**src/rtl/serial_paralelo_pkg.sv**
```systemverilog
// Shared definitions for the serial-to-parallel receiver: FSM encoding and
// the idle/alignment comma shared with the parallel-to-serial transmitter.
package serial_paralelo_pkg;

  typedef enum logic [1:0] {
    SEARCH = 2'd0,
    ALIGN  = 2'd1,
    ACTIVE = 2'd2
  } state_t;

  localparam logic [7:0] COMMA_DEFAULT = 8'hBC;

endpackage : serial_paralelo_pkg

```
**src/rtl/sp_shift_reg.sv**
```systemverilog
// Serial input shift register with a comma comparator on the next-state value,
// so the FSM sees the byte completed by the bit being sampled this cycle.
module sp_shift_reg
  import serial_paralelo_pkg::*;
#(
  parameter logic [7:0] COMMA = COMMA_DEFAULT
) (
  input  logic       clk_32f,
  input  logic       reset_L,
  input  logic       data_in,
  output logic [7:0] sr_next,
  output logic       is_comma
);

  logic [7:0] sr;

  // NOTE: compare sr_next, not sr; sr lags the bit being sampled by one edge.
  assign sr_next  = {sr[6:0], data_in};
  assign is_comma = (sr_next == COMMA);

  // NOTE: sequential state uses <= only, so every register sees pre-edge values.
  always_ff @(posedge clk_32f or negedge reset_L) begin
    if (!reset_L) sr <= 8'h00;
    else          sr <= sr_next;
  end

endmodule : sp_shift_reg

```
**src/rtl/serial_paralelo.sv**
```systemverilog
// Serial-to-parallel receiver: locks byte alignment on BC_COUNT consecutive
// aligned commas, then strobes out every non-comma byte.
module serial_paralelo
  import serial_paralelo_pkg::*;
#(
  parameter logic [7:0] COMMA    = COMMA_DEFAULT,
  parameter int         BC_COUNT = 4
) (
  input  logic       clk_32f,
  input  logic       reset_L,
  input  logic       data_in,
  output logic [7:0] data_out,
  output logic       valid_out,
  output logic       active
);

  localparam logic [3:0] BC_TARGET = 4'(BC_COUNT);

  state_t     state;
  logic [2:0] bit_cnt;
  logic [3:0] bc_cnt;
  logic [7:0] sr_next;
  logic       is_comma;
  logic       boundary;
  logic [3:0] bc_inc;

  sp_shift_reg #(
    .COMMA (COMMA)
  ) u_shift (
    .clk_32f  (clk_32f),
    .reset_L  (reset_L),
    .data_in  (data_in),
    .sr_next  (sr_next),
    .is_comma (is_comma)
  );

  assign boundary = (bit_cnt == 3'd7);
  assign bc_inc   = bc_cnt + 4'd1;

  always_ff @(posedge clk_32f or negedge reset_L) begin
    if (!reset_L) begin
      state     <= SEARCH;
      bit_cnt   <= 3'd0;
      bc_cnt    <= 4'd0;
      data_out  <= 8'h00;
      valid_out <= 1'b0;
      active    <= 1'b0;
    end else begin
      valid_out <= 1'b0;
      bit_cnt   <= bit_cnt + 3'd1;
      case (state)
        SEARCH: begin
          // A comma at any bit offset defines the byte phase.
          if (is_comma) begin
            bit_cnt <= 3'd0;
            bc_cnt  <= 4'd1;
            if (BC_COUNT == 1) begin
              state  <= ACTIVE;
              active <= 1'b1;
            end else begin
              state <= ALIGN;
            end
          end
        end
        ALIGN: begin
          if (boundary) begin
            if (is_comma) begin
              bc_cnt <= bc_inc;
              if (bc_inc == BC_TARGET) begin
                state  <= ACTIVE;
                active <= 1'b1;
              end
            end else begin
              bc_cnt <= 4'd0;
              state  <= SEARCH;
            end
          end
        end
        ACTIVE: begin
          // Lock is held until reset; commas are idle fill and are dropped.
          if (boundary && !is_comma) begin
            data_out  <= sr_next;
            valid_out <= 1'b1;
          end
        end
        default: begin
          state  <= SEARCH;
          active <= 1'b0;
        end
      endcase
    end
  end

endmodule : serial_paralelo

```
**config.mk**
```make
export PLATFORM = sky130hd
export DESIGN_NAME = serial_paralelo
export DESIGN_NICKNAME = d
export VERILOG_FILES = /design/src/rtl/serial_paralelo_pkg.sv /design/src/rtl/sp_shift_reg.sv /design/src/rtl/serial_paralelo.sv
export SDC_FILE = /design/constraint.sdc
export NUM_CORES = 1
export LEC_CHECK = 0
export CAP_MARGIN = 20
export CORE_ASPECT_RATIO = 0.7
export CORE_MARGIN = 2
export CORE_UTILIZATION = 53
export CTS_CLUSTER_SIZE = 14
export DETAILED_ROUTE_END_ITERATION = 12
export PLACE_DENSITY = 0.77
export SLEW_MARGIN = 20
export SYNTH_ARGS = -nofsm -noshare
export SYNTH_HDL_FRONTEND = slang
export SYNTH_SLANG_ARGS = --single-unit
export TNS_END_PERCENT = 10
```
**constraint.sdc**
```tcl
create_clock -name clk_32f -period 2.2 [get_ports clk_32f]
set_input_delay 0.55 -clock clk_32f [delete_from_list [all_inputs] [get_ports clk_32f]]
set_output_delay 0.55 -clock clk_32f [all_outputs]
set_load 0.005 [all_outputs]
```
==> metrics.yaml, run 1 <==
status:
  status: "finished, final reports clean"
die:
  dieArea_um2: 2490
  core_um2: 1920
  io_pins: 13
  die_y_um: 42.3
  die_w_um: 58.8
  fp-row-count: 13
  initial_core_util_pct: 58.0
yosys:
  synth_seq_cells: 26
  synth_top_area_share_pct: 58.5
  syn_area_um2: 1110
  synth_top_cell_by_area: "dfrtp_1"
  syn_inst: 80
  seq_area_frac_synth_pct: 58.5
  synthTopCellsByArea: "dfrtp_1 58%, mux2_4 8.1%, ha_1 4.5%, a22o_1 3.9%, nor2_8 1.8%"
  syn_nets: 87
  avgSynthCellArea_um2: 13.9
  yosys_warnings: 0
  post_synth_num_cell_types: 32
final_layout:
  fill_cells: 147
  diodes: 0
  drive_above_1_share_pct: 18.6
  area_growth_pct: 17.0
  nets: 106
routing:
  wirelength_um: 1900
  vias_per_cell: 5.92
  drtIter0Drc: 24
  ant_nets: 0
  wire_per_inst_um: 16.0
  drt-pass1-iter-count: 4
  drc: 0
  vias: 705
power:
  swShare_pct: 22.9
  seq_power_share_pct: 68.0
  p_sw_uw: 180
  power_density_nw_per_um2: 604
  internal-power_uw: 606
  pwr-share-clk_pct: 24.3
  power_uw: 786
  ir_drop_v: 0.000472
  p_leak_nw: 0.579
  power_frac_comb_pct: 7.7
cts:
  numCtsBuffers: 3
  cts_setup_buffers: 0
  cts_root_buf: "clkbuf_4"
  clk_latency_ns: 0.32
  cts_tree: "built"
  post_cts_resized: 0
  cts_max_level: 1
  clkTransAtPathRegs_ns: 0.13
  cts_hold_buf: 0
  clock_sinks: 26
  cts_buffer_depth: 2
sta:
  fin_crit_ns: 1.92
  slew_violations: 0
  setup_viol_count_final: 0
  hold_viol_final: 0
  max_freq_mhz: 520
  setup-tns-final_ns: 0
  clock_skew_ns: 0.0138
  relSlewSlack_pct: 62.0
  fin_crit_sh_pct: 87.3
  worst_pin_slew_ns: 0.568
  rsz0062_at_grt: "false"
global_routing:
  grt_start_max_net_pins: 27
  grt_pass1_wl_um: 3310
  antenna_found_initial: 0
  grt_usage_pct: 18.2
  grt_pass1_vias: 698
  grt_overflow: 0
place:
  gp_congestion: 0.826
  port-buffer-count: 12
  dp_hpwl_um: 1380
worst_setup_path:
  end_kind: "flip-flop"
  critical_path_arrival_ns: 2.12
  cpMaxStageDelayCell: "or3_4"
  cp_slowest_stage_delay_ns: 0.39
  crit_path_frequent_cell: "ha_1"
  worstPathRequired_ns: 2.40
  cp_max_fo: 9
  cp-start-kind: "flip-flop"
  path_cells: "ha_1 > ha_1 > inv_1 > or3_4 > nor2_8 > mux2_4"
  critical_path_class: "reg -> reg"
job:
  maxCapViolations: 0
min_path:
  hold_path_class: "reg -> reg"
[layout by cell type (no fill, tap or decap), types with 3 or more instances in the layout]
cell	count
clkbuf_4	3
nand2_1	3
buf_4	3
mux2_4	6
a22o_1	5
dfrtp_1	26
ha_1	4
clkdlybuf4s50_1	12
[Yosys cell counts]
cell type and instances:
dfrtp_1 26, mux2_4 6, a22o_1 5, ha_1 4, nand2_1 3, a2bb2oi_1 2
inv_1 2, nand4b_1 2, nor2_1 2, nor2b_1 2, o21ai_0 2, o22a_1 2
o31ai_1 2, o32ai_1 2, a32o_1 1, and3_1 1, clkbuf_1 1, inv_2 1
nand2b_1 1, nand3_1 1, nand4bb_1 1, nor2_2 1, nor2_8 1, nor3_1 1
nor3_2 1, nor3b_1 1, nor4_1 1, o21a_1 1, o2bb2ai_1 1, or2_2 1
or3_4 1, xnor2_1 1
[critical path: cells and delay by family, from the launching register on]
family / cells / cell delay [ns]
adder cells (fa/ha/maj): 2 / 0.40
buffers and inverters: 1 / 0.14
AND/OR/NAND/NOR: 2 / 0.59
flip-flops: 1 / 0.36
multiplexers: 1 / 0.32
[cell type report]
cell class                 count  area (µm²)  area share (%)
timing repair buffer          15         143            11.0
inverter                       3        11.3           0.865
clock buffer                   3        22.5            1.73
tap                           22        27.5            2.12
multi-input combinational     50         447            34.3
sequential                    26         651            50.0
[cells by family after synthesis]
logic type	Yosys count	share of synthesized area, %
compound gates	18	13.3
fa+ha+maj	4	4.50
xor+xnor	1	0.788
flops	26	58.5
simple gates	21	13.5
mux	6	8.10
buf+inv	4	1.35
[per-layer routing]
metal	track usage (%)	vias to the layer above	part of all wire (%)
met4	5.45	0	1.7
li1	-	334	-
met1	26.4	342	48
met5	0	-	0
met3	6.48	4	6.1
met2	25.6	25	44
[state kept, by name (all words and copies together), names as in the netlist]
register	flops
active	1
bc_cnt	4
bit_cnt	3
data_out	8
state	2
u_shift.sr	7
valid_out	1
[power by group through the flow]
stage / Combinational [mW] / Clock [mW] / Sequential, mW
after CTS: 0.0621 / 0.202 / 0.534
after floorplan: 0.0423 / 0 / 0.534
after global placement: 0.0593 / 0 / 0.542
after global routing: 0.0697 / 0.223 / 0.539
final: 0.0606 / 0.191 / 0.534
after detailed placement: 0.0611 / 0 / 0.543
[final timing paths]
kind	startpoint	to	slack (ns)	cells after the start
worst min-delay path	u_shift.sr[3]$_DFF_PN0_	u_shift.sr[4]$_DFF_PN0_	0.41	0
worst min register to register	u_shift.sr[3]$_DFF_PN0_	u_shift.sr[4]$_DFF_PN0_	0.41	0
min in group asynchronous	reset_L	data_out[6]$_DFFE_PN0P_	0.58	2
max in group asynchronous	reset_L	u_shift.sr[1]$_DFF_PN0_	1.37	2
worst max register to register	bit_cnt[0]$_DFF_PN0_	data_out[1]$_DFFE_PN0P_	0.28	6
worst max-delay path	bit_cnt[0]$_DFF_PN0_	data_out[1]$_DFFE_PN0P_	0.28	6
[stage by stage]
stage | cells | utilization [%] | setup slack, ns | hold slack, ns | area [µm²]
after floorplan | 80 | - | 0.449 | 0.254 | 1110
after global placement | 116 | 66.6 | 0.0479 | 0.382 | 1280
after detailed placement | 116 | 66.6 | -0.0330 | 0.391 | 1280
after CTS | 119 | 67.8 | 0.266 | 0.420 | 1300
after global routing | 119 | 67.8 | 0.170 | 0.430 | 1300
final | 119 | 67.8 | 0.278 | 0.406 | 1300
Power figures use the tool's default switching activity.
==> run 2, diff against run 1 <==
--- a/config.mk
+++ b/config.mk
@@ -9,6 +9,7 @@
 export CORE_ASPECT_RATIO = 0.7
 export CORE_MARGIN = 2
 export CORE_UTILIZATION = 53
+export CTS_CLUSTER_DIAMETER = 150
 export CTS_CLUSTER_SIZE = 14
 export DETAILED_ROUTE_END_ITERATION = 12
 export PLACE_DENSITY = 0.77
==> results of run 2 <==
Final layout, timing and power as in run 1 (identical DEF).
